**src/rtl/sum_deser.sv**
```systemverilog
// Deserializer for the bit-serial adder: gathers LSB-first sum bits plus the
// final carry into a parallel result, offered on a valid/ready handshake.
module sum_deser #(
    parameter int unsigned WIDTH = 4
) (
    input  logic             clk,
    input  logic             rst,
    input  logic             bit_valid,
    input  logic             sof,
    input  logic             sum_bit,
    input  logic             carry_bit,
    input  logic             res_ready,
    input  logic             clr_err,
    output logic [WIDTH-1:0] result,
    output logic             carry_out,
    output logic             res_valid,
    output logic             overrun,
    output logic             frame_err
);

    localparam int unsigned IDX_W = $clog2(WIDTH) + 1;

    typedef enum logic [1:0] {
        IDLE  = 2'd0,
        SHIFT = 2'd1,
        HOLD  = 2'd2
    } state_e;

    state_e             state_q, state_d;
    logic [IDX_W-1:0]   idx_q, idx_d;
    logic [WIDTH-1:0]   result_q, result_d;
    logic               carry_q, carry_d;
    logic               valid_q, valid_d;
    logic               ovr_q, ovr_d;
    logic               ferr_q, ferr_d;
    logic               start_frame;
    logic               last_bit;

    assign last_bit = (idx_q == IDX_W'(WIDTH - 1));

    // State and datapath registers
    always_ff @(posedge clk or posedge rst) begin
        if (rst) begin
            state_q  <= IDLE;
            idx_q    <= '0;
            result_q <= '0;
            carry_q  <= 1'b0;
            valid_q  <= 1'b0;
            ovr_q    <= 1'b0;
            ferr_q   <= 1'b0;
        end else begin
            state_q  <= state_d;
            idx_q    <= idx_d;
            result_q <= result_d;
            carry_q  <= carry_d;
            valid_q  <= valid_d;
            ovr_q    <= ovr_d;
            ferr_q   <= ferr_d;
        end
    end

    // Next-state, datapath and sticky-flag logic
    always_comb begin
        state_d     = state_q;
        idx_d       = idx_q;
        result_d    = result_q;
        carry_d     = carry_q;
        valid_d     = valid_q;
        ovr_d       = clr_err ? 1'b0 : ovr_q;
        ferr_d      = clr_err ? 1'b0 : ferr_q;
        start_frame = 1'b0;

        case (state_q)
            IDLE: begin
                start_frame = bit_valid && sof;
            end
            SHIFT: begin
                if (bit_valid) begin
                    if (sof) begin
                        ferr_d      = 1'b1;
                        start_frame = 1'b1;
                    end else begin
                        for (int unsigned i = 0; i < WIDTH; i++) begin
                            if (idx_q == IDX_W'(i)) begin
                                result_d[i] = sum_bit;
                            end
                        end
                        if (last_bit) begin
                            carry_d = carry_bit;
                            idx_d   = '0;
                            valid_d = 1'b1;
                            state_d = HOLD;
                        end else begin
                            idx_d = idx_q + IDX_W'(1);
                        end
                    end
                end
            end
            HOLD: begin
                if (res_ready) begin
                    valid_d     = 1'b0;
                    state_d     = IDLE;
                    start_frame = bit_valid && sof;
                end else if (bit_valid) begin
                    ovr_d = 1'b1;
                end
            end
            default: begin
                state_d = IDLE;
                idx_d   = '0;
                valid_d = 1'b0;
            end
        endcase

        // A new frame overwrites bit 0 and clears the stale upper bits
        if (start_frame) begin
            result_d = WIDTH'(sum_bit);
            if (WIDTH == 1) begin
                carry_d = carry_bit;
                idx_d   = '0;
                valid_d = 1'b1;
                state_d = HOLD;
            end else begin
                idx_d   = IDX_W'(1);
                valid_d = 1'b0;
                state_d = SHIFT;
            end
        end
    end

    assign result    = result_q;
    assign carry_out = carry_q;
    assign res_valid = valid_q;
    assign overrun   = ovr_q;
    assign frame_err = ferr_q;

endmodule
```
**config.mk**
```make
export PLATFORM = sky130hd
export DESIGN_NAME = sum_deser
export DESIGN_NICKNAME = d
export VERILOG_FILES = /design/src/rtl/sum_deser.sv
export SDC_FILE = /design/constraint.sdc
export NUM_CORES = 1
export LEC_CHECK = 0
export CELL_PAD_IN_SITES_DETAIL_PLACEMENT = 0
export CELL_PAD_IN_SITES_GLOBAL_PLACEMENT = 2
export CORE_MARGIN = 2
export CORE_UTILIZATION = 31
export DETAILED_ROUTE_END_ITERATION = 10
export GPL_TIMING_DRIVEN = 0
export PLACE_DENSITY = 0.83
export SLEW_MARGIN = 20
export SYNTH_ARGS = -nofsm -noshare
export SYNTH_HDL_FRONTEND = slang
export SYNTH_SLANG_ARGS = --single-unit
```
**constraint.sdc**
```tcl
create_clock -name clk -period 3.31 [get_ports clk]
set_clock_uncertainty 0.05 [all_clocks]
set_input_delay 0.8275 -clock clk [delete_from_list [all_inputs] [get_ports clk]]
set_output_delay 0.8275 -clock clk [all_outputs]
set_load 0.05 [all_outputs]
```
Yosys cells after proc, flatten, opt, wreduce, memory -nomap -nowiden:

Cells that the tools add are included.

* logic and storage cells: 78
* output and inout port bits: 8
* input port bits: 8
* flip-flop bits (word level): 13

* reduce and logical (&&, ||, !) cells: 17
* eq/ne operators: 12
* multiplexer cells: 37
* bitwise logic cells: 1
* $add $sub $neg: 1

Operators with widths (number)
* $mux W1: 20
* $reduce_and A4 Y1: 5
* $mux W4: 4
* $mux W3: 4
* $ne A3 B3 Y1 const B: 4
* $reduce_bool A2 Y1: 6
* $mux W2: 5
* $eq A3 B2 Y1 const B: 2
* $pmux W1 S3: 2
* $pmux W2 S3: 1
* $pmux W3 S2: 1
* $reduce_and A5 Y1: 1
* $ne A2 B1 Y1 const B: 2
* $add A3 B1 Y3 const B: 1
* $eq A3 B1 Y1 const B: 1
* $logic_not A3 Y1: 1
* $reduce_and A3 Y1: 1
* $eq A2 B1 Y1 const B: 1
* $eq A2 B2 Y1 const B: 1
* $logic_not A2 Y1: 1
* $ne A2 B2 Y1 const B: 1
* $reduce_or A2 Y1: 1
* $logic_and A1 B1 Y1: 1
* $not A1 Y1: 1

Longest topological paths before layout:

* word-level depth: 6
* depth in mapped cells: 5
* depth with buffers taken out: 5

Least setup slack after synthesis:

OpenSTA, ideal clock, no wires.

* kind: input to register
* start point: input sof
* end point: register idx_q[1]
* cell stages on the path: 4
* buffers on the path: 0
* setup time: 79 ps
* required time: 3181 ps
* setup slack: 1546 ps
* arrival time: 1634 ps
* path through: nand2_1 -> a21oi_4 -> or4b_1 -> mux2i_1

* longest elaborated chain between the ends: 5
* elaborated cells on any way between the ends: 10
* those cells by class: 3 x eq/ne; 5 x mux; 2 x reduce/logical

RTL lines
* from (decl): line 9 `input logic sof,`
* $mux W1 or $logic_and A1 B1 Y1 (tied branches): line 79, 75, 103
* $mux W1 (on tied branches): line 78, 100
* $pmux W1 S3: line 73 `case (state_q)`
* $ne A3 B3 Y1 (no source line) or $ne A2 B1 Y1 (tied branches)
* $reduce_and A3 Y1 (no source line)
* to (signal assigned): line 53 `idx_q <= idx_d;`
* to (decl): line 30 `logic [IDX_W-1:0] idx_q, idx_d;`

Parallel ways exist; a longest one is shown, timed or not.
A chain may end at the register's enable or synchronous reset.

Worst setup path in the final report:

* start point: register valid_q, in the netlist res_valid
* end point: output res_valid

RTL lines
* from (decl): line 33 `logic valid_q, valid_d;`
* from (signal assigned): line 56 `valid_q <= valid_d;`
* to (decl): line 16 `output logic res_valid,`

No word-level cell between the ends.

==> flow_summary.yaml <==
flow_run:
  cap_violations: 0
clock_tree:
  cts_resized: 0
  htree_levels: 1
  clock_latency_ns: 0.26
  cts_tree: "yes"
  cts.sinks: 12
  cts_root_buffer: "clkbuf_4"
  cts_hold_buf: 0
  cts_buffers: 3
  clock_path_buffers: 2
  cts_setup_buffers: 0
  path_clk_slew_ns: 0.06
finish:
  layout_commonest_cell: "clkdlybuf4s50_1"
  final_cells: 105
  antenna_cells: 0
  syn_to_final_growth_pct: 31.91
  final_nets: 92
  fill_cells: 212
  layout-drive-gt1-share_pct: 11.54
  final_cell_mix: "15 x clkdlybuf4s50_1, 12 x dfrtp_1, 6 x nor2_1, 6 x inv_1, 5 x mux2i_1"
synthesis:
  yosys.area_share.simple_pct: 16.63
  yosysWarningCount: 0
  synth_xor_area_share_pct: 0
  netlist_instances: 60
  synth_compound_area_share_pct: 12.77
  ys_seq_elements: 12
  synth.area.mux_share_pct: 11.22
  seq_area_frac_synth_pct: 46.42
  avgSynthCellArea_sq_um: 10.78
  synth_area_sq_um: 646.9
  synth_top_family_by_area: "simple AND/OR/NAND/NOR gates"
  synthAdderAreaFrac_pct: 7.737
  synth_fp_nets: 72
  synth.distinct_cells: 23
setup_path:
  crit_path_end_kind: "output port"
  path_class: "reg -> out"
  path_max_fanout: 7
  cp_cell_sequence: "clkdlybuf4s50_1"
  path_delay_family: "buffers and inverters"
  slowest_stage: "clkdlybuf4s50_1"
  rr_worst_depth: 4
  worst-path-buf-inv: 1
  cp.arrival_ns: 1.59
  worstPathRequired_ns: 2.43
  crit_path_start_kind: "flip-flop"
  slowest_delay_ns: 0.85
  critical_path_cell_count: 1
floorplanning:
  start_util_pct: 32.97
  die_w_um: 49.68
  die-area_sq_mm: 0.002468
  fp.dieH_um: 49.68
  std_cell_rows: 16
  ios: 16
  coreArea_sq_mm: 0.001962
timing:
  period_share_pct: 74.52
  setup_tns_ns: 0
  clock.fmax_mhz: 405.4
  finalMaxSlewViolations: 0
  fin_crit_ns: 2.467
  setup_viol: 0
  rsz0062_at_grt: "no"
  worst_pin_slew_ns: 0.4985
  max_slew_margin_pct: 66.67
  finalHoldViolCount: 0
drt:
  vias: 492
  drc: 0
  antenna_left: 0
  drt-total-wl_mm: 1.252
  avgViaCountPerCell: 4.686
  first_pass_iters: 4
  drt-initial-drc-count: 6
  wl_per_cell_um: 11.92
global_routing:
  grt_max_degree: 13
  antenna_found_initial: 0
  grtUsageTotal_pct: 11.64
  grt_pass1_wl_mm: 2.214
  first_global_vias: 506
  gr-total-overflow: 0
placed_design:
  dp_hpwl_um: 952.7
  dp.cells: 102
  port_buffers: 15
  gp_congestion: 0.8107
hold_path:
  hold-path-cell-count: 1
  hold_class: "reg -> reg"
pwr:
  power_density_mw_per_mm2: 720.7
  leakage_nw: 0.4050
  ir_drop_v: 0.0003311
  p_total_uw: 615.0
run_status:
  status: "complete, no violations"
kinds of logic after synthesis:
family	count (synthesis)
flip-flops	12
buffers and inverters	7
multiplexers	7
adder cells (fa/ha/maj)	4
AO/OA/AOI/OAI	11
AND/OR/NAND/NOR	19
synthesized netlist by cell type, drive strengths merged:
| cell | number | area, sq um |
|---|---|---|
| nand4 | 3 | 18.77 |
| o22ai | 1 | 6.260 |
| buf | 1 | 11.26 |
| o32ai | 1 | 8.760 |
| nand2b | 3 | 26.27 |
| nor3 | 1 | 5.000 |
| inv | 6 | 22.52 |
| mux2 | 2 | 22.52 |
| and2b | 1 | 7.510 |
| or4b | 1 | 10.01 |
| ha | 4 | 50.05 |
| nor2 | 6 | 22.52 |
| a21oi | 5 | 36.29 |
| nor2b | 1 | 6.260 |
| nand2 | 3 | 11.26 |
| a22o | 1 | 10.01 |
| o21bai | 1 | 7.510 |
| dfrtp | 12 | 300.3 |
| o21ai | 1 | 5.000 |
| a41oi | 1 | 8.760 |
| mux2i | 5 | 50.05 |
state kept, by name, indices dropped and copies added, names as in the netlist:
name / count
overrun: 1
frame_err: 1
carry_out: 1
state_q: 1
result: 4
res_valid: 1
idx_q: 3
routing by layer:
metal  wire, um  vias to the layer above  part of all wire, %  global-route usage [%]
met1        659                      231                   53                   17.33
met5          0                        -                    0                       0
met4          6                        0                 0.48                   5.556
met2        511                       14                   41                   16.00
met3         74                        2                  5.9                   2.121
li1           -                      245                    -                       -
worst register-to-register path, stage by stage, from the launching register on:
cell and delay (ns):
dfrtp_1 0.42, ha_1 0.25, and2b_1 0.19, or4b_1 0.46
mux2i_1 0.15
cell type report:
class	count	area, sq um	area share, %
Sequential cell	12	300.3	35.19
Timing Repair Buffer	15	150.1	17.60
Multi-Input combinational cell	41	312.8	36.66
Tap cell	27	33.78	3.959
Clock buffer	3	22.52	2.639
Inverter	6	22.52	2.639
Buffer	1	11.26	1.320
metrics by stage:
stage / cell area (sq um) / utilization, % / hold slack, ns / worst slack [ns]
2_1_floorplan: 646.9 / - / 0.4381 / 1.546
3_3_place_gp: 830.8 / 42.35 / 0.4375 / 0.8677
6_report: 853.3 / 43.49 / 0.4620 / 0.8434
5_1_grt: 853.3 / 43.49 / 0.4788 / 0.7735
3_5_place_dp: 830.8 / 42.35 / 0.4454 / 0.8870
4_1_cts: 853.3 / 43.49 / 0.4661 / 0.8192
where the power goes:
part	total, mW	internal, mW	switching [mW]
logic	0.317	0.131	0.186
clock network	0.0838	0.0419	0.0419
registers	0.214	0.186	0.0275
total	0.615	0.359	0.256
final timing paths:
check / startpoint / end / slack [ns]
max: res_valid / res_valid / 0.84
min: carry_out / carry_out / 0.46
max reg2reg: idx_q[0] / idx_q[1] / 1.72
min reg2reg: carry_out / carry_out / 0.46
max in group asynchronous: rst / frame_err / 2.06
min in group asynchronous: rst / result[1] / 0.83
(Power assumes the default switching activity.)
